===== config.mk =====
export PLATFORM = sky130hd
export DESIGN_NAME = ssd_scan_flat
export DESIGN_NICKNAME = d
export VERILOG_FILES = /design/src/rtl/ssd_scan_if.sv /design/src/rtl/ssd_scan.sv /design/src/flat_wrapper.sv
export SDC_FILE = /design/constraint.sdc
export NUM_CORES = 1
export LEC_CHECK = 0
export BUFFER_PORTS_ARGS = -buffer_cell sky130_fd_sc_hd__buf_2
export CAP_MARGIN = 20
export CORE_MARGIN = 4
export CORE_UTILIZATION = 35
export DETAILED_ROUTE_END_ITERATION = 12
export GPL_TIMING_DRIVEN = 0
export SKIP_CTS_REPAIR_TIMING = 1
export SLEW_MARGIN = 0
export SYNTH_ARGS = -nofsm -noshare
export SYNTH_HDL_FRONTEND = slang
export SYNTH_SLANG_ARGS = --single-unit

===== constraint.sdc =====
create_clock -name clk -period 2.3 [get_ports clk]
set_input_delay 0.23 -clock clk [delete_from_list [all_inputs] [get_ports clk]]
set_output_delay 0.23 -clock clk [all_outputs]
set_load 0.01 [all_outputs]

===== src/rtl/ssd_scan_if.sv =====
// ssd_scan_if -- load/capture bus for the ssd_scan multiplexed display driver.
// The master presents a new display word and decimal-point mask together with
// a one-cycle load strobe; the slave reports busy while that value waits for
// the next frame boundary before it becomes visible.
interface ssd_scan_if #(
  parameter int DIGITS = 4
);
  logic [4*DIGITS-1:0] word;
  logic [DIGITS-1:0]   dp;
  logic                load;
  logic                busy;

  modport master (
    output word,
    output dp,
    output load,
    input  busy
  );

  modport slave (
    input  word,
    input  dp,
    input  load,
    output busy
  );
endinterface


===== src/rtl/ssd_scan.sv =====
// ssd_scan -- time-multiplexed hex seven-segment display driver.
//
// A free-running slot counter gives each digit 2^SCAN_W clocks. The top four
// slot-counter bits form a PWM ramp that is compared against bright. New
// values arrive in a shadow register and move to the display register only at
// a frame boundary, so a frame never shows a mix of old and new digits.
// Leading-zero blanking, a display enable and brightness act immediately.
//
// Optional feature: define SSD_SCAN_BLINK_EN to add a per-digit blink mask
// port (blink) and a free-running BLINK_W-bit blink counter; while the counter
// MSB is set, digits whose blink bit is 1 are dark. Without the macro there is
// no blink port, no blink counter, and BLINK_W has no effect.
module ssd_scan #(
  parameter int DIGITS  = 4,
  parameter int SCAN_W  = 14,
  parameter int BLINK_W = 24
) (
  input  logic              clk,
  input  logic              rst_n,
  ssd_scan_if.slave         bus,
`ifdef SSD_SCAN_BLINK_EN
  input  logic [DIGITS-1:0] blink,
`endif
  input  logic              en,
  input  logic              lzb,
  input  logic [3:0]        bright,
  output logic [DIGITS-1:0] sen,
  output logic [6:0]        seg,
  output logic              sdp
);

  localparam int IDX_W = (DIGITS > 1) ? $clog2(DIGITS) : 1;
  localparam logic [IDX_W-1:0] LAST_IDX = IDX_W'(DIGITS - 1);

  // Parameter sanity: these empty blocks name illegal configurations so they
  // stand out in an elaborated hierarchy.
  if (DIGITS < 1 || DIGITS > 8) begin : g_digits_out_of_range
  end
  if (SCAN_W < 4) begin : g_scan_w_too_small
  end
  if (BLINK_W < 1) begin : g_blink_w_too_small
  end

  // Scan state
  logic [SCAN_W-1:0] slot_cnt;
  logic [IDX_W-1:0]  idx;
  logic              slot_wrap;
  logic              frame_end;

  // Value path
  logic [4*DIGITS-1:0] shadow_word;
  logic [DIGITS-1:0]   shadow_dp;
  logic [4*DIGITS-1:0] disp_word;
  logic [DIGITS-1:0]   disp_dp;
  logic                busy_q;

  // Per-cycle decode
  logic [DIGITS-1:0] zero_tail;
  logic [DIGITS-1:0] blanked;
  logic [3:0]        cur_nibble;
  logic              cur_dp;
  logic              cur_blank;
  logic [3:0]        ramp;
  logic              lit;
  logic [DIGITS-1:0] sen_next;
  logic [6:0]        seg_next;
  logic              sdp_next;

  // Hex to {A,B,C,D,E,F,G}, A in the MSB.
  function automatic logic [6:0] hex_to_seg(input logic [3:0] nib);
    logic [6:0] s;
    case (nib)
      4'h0:    s = 7'h7E;
      4'h1:    s = 7'h30;
      4'h2:    s = 7'h6D;
      4'h3:    s = 7'h79;
      4'h4:    s = 7'h33;
      4'h5:    s = 7'h5B;
      4'h6:    s = 7'h5F;
      4'h7:    s = 7'h70;
      4'h8:    s = 7'h7F;
      4'h9:    s = 7'h7B;
      4'hA:    s = 7'h77;
      4'hB:    s = 7'h1F;
      4'hC:    s = 7'h4E;
      4'hD:    s = 7'h3D;
      4'hE:    s = 7'h4F;
      default: s = 7'h47;
    endcase
    return s;
  endfunction

  assign slot_wrap = &slot_cnt;
  assign frame_end = slot_wrap && (idx == LAST_IDX);
  assign bus.busy  = busy_q;

  // Slot counter and digit index: each digit owns one full wrap of the slot counter.
  always_ff @(posedge clk or negedge rst_n) begin
    if (!rst_n) begin
      slot_cnt <= '0;
      idx      <= '0;
    end else begin
      slot_cnt <= slot_cnt + 1'b1;
      if (slot_wrap) begin
        idx <= (idx == LAST_IDX) ? '0 : idx + 1'b1;
      end
    end
  end

  // Shadow capture and frame-boundary commit; a load on the boundary cycle refills the shadow after the commit reads it.
  always_ff @(posedge clk or negedge rst_n) begin
    if (!rst_n) begin
      shadow_word <= '0;
      shadow_dp   <= '0;
      disp_word   <= '0;
      disp_dp     <= '0;
      busy_q      <= 1'b0;
    end else begin
      if (frame_end && busy_q) begin
        disp_word <= shadow_word;
        disp_dp   <= shadow_dp;
        busy_q    <= 1'b0;
      end
      if (bus.load) begin
        shadow_word <= bus.word;
        shadow_dp   <= bus.dp;
        busy_q      <= 1'b1;
      end
    end
  end

`ifdef SSD_SCAN_BLINK_EN
  logic [BLINK_W-1:0] blink_cnt;
  logic               blink_phase;

  assign blink_phase = blink_cnt[BLINK_W-1];

  // Free-running blink timebase; its MSB selects the dark half of each period.
  always_ff @(posedge clk or negedge rst_n) begin
    if (!rst_n) begin
      blink_cnt <= '0;
    end else begin
      blink_cnt <= blink_cnt + 1'b1;
    end
  end
`endif

  // Mark digits whose own nibble and every more significant nibble are zero.
  always_comb begin
    logic tail;
    zero_tail = '0;
    tail      = 1'b1;
    for (int i = DIGITS - 1; i >= 0; i--) begin
      tail         = tail && (disp_word[4*i +: 4] == 4'h0);
      zero_tail[i] = tail;
    end
  end

  // Per-digit blanking: leading zeros (never digit 0, never a digit with its point set) plus optional blink.
  always_comb begin
    blanked = '0;
    for (int i = 1; i < DIGITS; i++) begin
      blanked[i] = lzb && zero_tail[i] && !disp_dp[i];
    end
`ifdef SSD_SCAN_BLINK_EN
    if (blink_phase) begin
      blanked = blanked | blink;
    end
`endif
  end

  // Select the nibble, point and blank state of the digit currently being scanned.
  always_comb begin
    cur_nibble = 4'h0;
    cur_dp     = 1'b0;
    cur_blank  = 1'b0;
    for (int i = 0; i < DIGITS; i++) begin
      if (idx == IDX_W'(i)) begin
        cur_nibble = disp_word[4*i +: 4];
        cur_dp     = disp_dp[i];
        cur_blank  = blanked[i];
      end
    end
  end

  assign ramp = slot_cnt[SCAN_W-1 -: 4];
  assign lit  = en && ((ramp < bright) || (bright == 4'hF)) && !cur_blank;

  // Next pin values: one enable pulled low and segments driven only while the digit is lit.
  always_comb begin
    sen_next = '1;
    for (int i = 0; i < DIGITS; i++) begin
      if (lit && (idx == IDX_W'(i))) begin
        sen_next[i] = 1'b0;
      end
    end
    seg_next = lit ? hex_to_seg(cur_nibble) : 7'h00;
    sdp_next = lit && cur_dp;
  end

  // Output register keeps the pins glitch-free; they trail the scan state by one clock.
  always_ff @(posedge clk or negedge rst_n) begin
    if (!rst_n) begin
      sen <= '1;
      seg <= '0;
      sdp <= 1'b0;
    end else begin
      sen <= sen_next;
      seg <= seg_next;
      sdp <= sdp_next;
    end
  end

endmodule


===== src/flat_wrapper.sv =====
// flat-port wrapper written by rule: the top's interface ports become plain ports
module ssd_scan_flat 
#(
  parameter int DIGITS  = 4,
  parameter int SCAN_W  = 14,
  parameter int BLINK_W = 24
)
  (clk, rst_n, en, lzb, bright, sen, seg, sdp, bus_word, bus_dp, bus_load, bus_busy);
  ssd_scan_if #(.DIGITS(DIGITS)) bus_i ();
  input  logic clk;
  input  logic rst_n;
  input  logic en;
  input  logic lzb;
  input  logic [3:0] bright;
  output logic [DIGITS-1:0] sen;
  output logic [6:0] seg;
  output logic sdp;
  input wire logic [$bits(bus_i.word)-1:0] bus_word;
  input wire logic [$bits(bus_i.dp)-1:0] bus_dp;
  input wire logic [$bits(bus_i.load)-1:0] bus_load;
  output wire logic [$bits(bus_i.busy)-1:0] bus_busy;
  assign bus_i.word = bus_word;
  assign bus_i.dp = bus_dp;
  assign bus_i.load = bus_load;
  assign bus_busy = bus_i.busy;
  ssd_scan #(.DIGITS(DIGITS), .SCAN_W(SCAN_W), .BLINK_W(BLINK_W)) u_core (.clk(clk), .rst_n(rst_n), .bus(bus_i), .en(en), .lzb(lzb), .bright(bright), .sen(sen), .seg(seg), .sdp(sdp));
endmodule

==> impl_table.tex <==
\begin{tabular}{lr}
\hline
Metric & Value \\
\hline
\multicolumn{2}{l}{\textbf{Outcome}} \\
\quad Result of the run & finished, violations left \\
\quad Violated checks & hold timing \\
\multicolumn{2}{l}{\textbf{Floorplan}} \\
\quad Num ports & 42 \\
\quad Total die area & 0.0110 mm² \\
\quad Floorplan core area & 0.00920 mm² \\
\quad Starting Density & 35.8\% \\
\quad Die Y-Extent & 105 µm \\
\quad Chip width & 105 µm \\
\quad Row count & 35 \\
\multicolumn{2}{l}{\textbf{Worst setup path}} \\
\quad Capture point of the critical path & u\_core.seg[6]\$\_DFF\_PN0\_ \\
\quad Critical path required time & 2580 ps \\
\quad Launching point of the worst reg2reg path & u\_core.idx[0]\$\_DFFE\_PN0P\_ \\
\quad CP Launch Type & register \\
\quad Critical path type & reg2reg \\
\quad Length in cells of the worst reg-to-reg path & 9 \\
\quad Register-to-register setup slack & 90 ps \\
\quad Launch point of the critical path & u\_core.idx[0]\$\_DFFE\_PN0P\_ \\
\quad FF-to-FF End & u\_core.seg[6]\$\_DFF\_PN0\_ \\
\quad Data arrival time of the worst path & $\sim$2500 ps \\
\quad Critical-path maximum fanout & 10 \\
\quad Nature of the critical path endpoint & register \\
\multicolumn{2}{l}{\textbf{Pwr}} \\
\quad Power after layout & 2.38 mW \\
\quad Maximum resistive drop on vdd & 0.000338 V \\
\quad Pwr dens & 606 mW/mm² \\
\quad Leakage & $\sim$1.9 nW \\
\multicolumn{2}{l}{\textbf{STA}} \\
\quad Number of hold violations in the final report & 5 \\
\quad Slew Limit Headroom & 44.0\% \\
\quad Number of failing setup endpoints in the final timing report & 0 \\
\quad Minimum period implied by the final worst setup slack & 2210 ps \\
\quad Max Slew Vio Count & 0 \\
\quad Portion of the clock cycle consumed by the worst path in the final layout & 96.3\% \\
\quad Least-Margin Pin Slew & 841 ps \\
\quad Layout Skew & 12.5 ps \\
\quad Worst hold margin & -4.06 ps \\
\quad Achievable clock frequency & approximately 0.45 GHz \\
\multicolumn{2}{l}{\textbf{Min path}} \\
\quad Tightest Hold Check Type & in2async \\
\multicolumn{2}{l}{\textbf{Yosys}} \\
\quad Combined area of all synthesized cells & between 0.003 and 0.004 mm² \\
\quad Flop and latch count out of synthesis & 69 \\
\quad Part of the Yosys area used for sequential elements & 52.6\% \\
\quad Net count after synthesis & 293 \\
\quad Number of flops mapped to enable cells by yosys & 0 \\
\quad Syn Inst Count & 250 \\
\quad Share of async-settable or async-resettable flops after synthesis & 100\% \\
\quad Cell variety after synth & 51 \\
\quad Top FF cell, synth & dfrtp\_1 \\
\quad Syn avg cell area & 13.2 µm² \\
\quad Total number of yosys warnings & 0 \\
\multicolumn{2}{l}{\textbf{Routing}} \\
\quad Total DRC errors in the routed layout & 0 \\
\quad Ratio of routed vias to standard cells & 4.88 \\
\quad Final Routed Wirelength & 6300 µm \\
\quad Iteration-0 DRC count of the detailed router & 47 \\
\quad ANT nets after route & 0 \\
\quad Count of TritonRoute iterations in the first routing pass & 4 \\
\quad Per-cell routed wire length & 14.8 µm \\
\quad Count of vias placed by the detailed router & 2,072 \\
\multicolumn{2}{l}{\textbf{Layout}} \\
\quad Commonest non-fill, non-tap cell in the layout & dfrtp\_1 \\
\quad Total of fill cells in the finished design & about 880 \\
\quad Net count reported at finish & 352 \\
\quad Area growth syn-to-layout & 19.2\% \\
\quad Highest-count cells in the layout ignoring fill and taps & 64 x dfrtp\_1, 41 x buf\_2, 20 x mux2\_4, 20 x mux2\_2, 13 x nand2\_1 \\
\quad Share of layout cells above drive strength 1 & 43.0\% \\
\quad ANT cells & 0 \\
\quad Area of all placed cells without fillers & 0.00392 mm² \\
\multicolumn{2}{l}{\textbf{Clock network}} \\
\quad Clk pin slew, worst setup/hold paths & 70 ps \\
\quad Clock insertion delay at the later pin of the skew report & around 350 ps \\
\quad Clock tree sinks & 69 \\
\quad Deepest level of the CTS H-tree & 3 \\
\quad TritonCTS clock tree & built \\
\quad Root buffer cell & clkbuf\_8 \\
\quad Number of buffers created by CTS & 9 \\
\quad Clock Path Buffers & 2 \\
\multicolumn{2}{l}{\textbf{Placed design}} \\
\quad Total cell area at the placement stage & 0.00364 mm² \\
\quad Final weighted congestion in routability-driven placement & between 0.7 and 0.8 \\
\quad HPWL after DPL & 4440 µm \\
\quad Number of input and output port buffers inserted & 41 \\
\multicolumn{2}{l}{\textbf{GRT}} \\
\quad Overall track demand over capacity in global routing & approximately an eighth \\
\quad GRT overflow & 0 \\
\quad Vias in the first global route & 2,107 \\
\quad First-pass GRT wire length & around 11,000 µm \\
\quad Number of antenna violations at the first check in global routing & 0 \\
\quad Maximum number of pins on one net before global-route repair & 70 \\
\multicolumn{2}{l}{\textbf{Flow run}} \\
\quad Max-cap viol count & 0 \\
\hline
\end{tabular}
-- synthesized netlist by cell type (5+ instances only) --
library cell | instances | area share, %
inv_1 | 8 | 0.91
dfrtp_1 | 65 | 49
a21oi_1 | 5 | 0.76
nor2_1 | 8 | 0.91
ha_1 | 14 | 5.3
and3_1 | 7 | 1.3
mux2_2 | 20 | 6.8
nand3_1 | 6 | 0.91
xnor2_1 | 8 | 2.1
xor2_1 | 5 | 1.3
nand2_1 | 13 | 1.5
mux2_4 | 20 | 9.1
-- layer usage --
layer	GRT usage, %	wire (µm)	part of all wire [%]
met1	16.8	3120	50
met2	18.4	2800	44
met3	4.01	290	4.6
met4	4.78	90	1.4
met5	0	0	0
-- critical path: stages (launching register included) --
cell and delay (ps):
dfrtp_2 430, ha_2 230, buf_4 180, nand2b_1 200, o22ai_2 180, a21oi_4 80
ha_1 250, or3_1 370, o221a_2 140, nor2_2 90
-- state kept, by name, summed over array words and instances (netlist names) --
name and count:
u_core.disp_dp 4, u_core.shadow_word 16, u_core.sen 4, u_core.sdp 1, u_core.bus.busy 1, u_core.disp_word 16, u_core.slot_cnt 14, u_core.seg 7
u_core.idx 2, u_core.shadow_dp 4
-- where the power goes --
part	internal (mW)	switching, mW	leakage [nW]	total [mW]
logic	0.0625	0.0628	0.932	0.125
clock network	0.527	0.447	0.0964	0.974
registers	1.26	0.0205	0.871	1.28
total	1.85	0.530	1.90	2.38
-- cells by family after synthesis --
group	Yosys count	synth area share, %
flip-flops	69	52.6
AND/OR/NAND/NOR	61	10.4
multiplexers	43	17.0
AO/OA/AOI/OAI	33	8.22
buffers and inverters	17	3.00
adder cells (fa/ha/maj)	14	5.33
XOR/XNOR	13	3.46
-- per-stage QoR --
step	instances	hold slack [ps]	setup slack, ps	setup TNS (ps)	util (%)
2_1_floorplan	250	-65.6	227	0	-
4_1_cts	418	15.0	-48.3	-74.5	41.6
3_3_place_gp	402	455	-5.42	-5.42	39.5
5_1_grt	425	55.3	-19.6	-30.2	42.6
6_report	425	-4.06	85.8	0	42.6
3_5_place_dp	402	401	-31.3	-40.2	39.5
-- how the worst min path moves through the flow --
stage / start / depth (start not counted) / end / slack (ps)
floorplan: rst_n / 0 / u_core.bus.busy$_DFFE_PN0P_ / -70
global placement: u_core.slot_cnt[8]$_DFF_PN0_ / 1 / u_core.slot_cnt[8]$_DFF_PN0_ / 450
finish: rst_n / 1 / u_core.shadow_dp[2]$_DFFE_PN0P_ / -4
global route: rst_n / 1 / u_core.disp_word[10]$_DFFE_PN0P_ / 60
detailed placement: rst_n / 1 / u_core.shadow_dp[0]$_DFFE_PN0P_ / 400
CTS: rst_n / 1 / u_core.disp_word[10]$_DFFE_PN0P_ / 10
-- area by class of cell --
type                       count  area, µm²  share of cell area (%)
sequential                    69       1730                    44.2
multi-input combinational    164       1500                    38.2
timing repair buffer          48        260                    6.64
clock buffer                  12        145                    3.70
tap                          111        139                    3.54
buffer                         8       65.1                    1.66
clock inverter                 4       47.5                    1.21
inverter                       9       33.8                   0.862
Power figures use the tool's default switching activity.
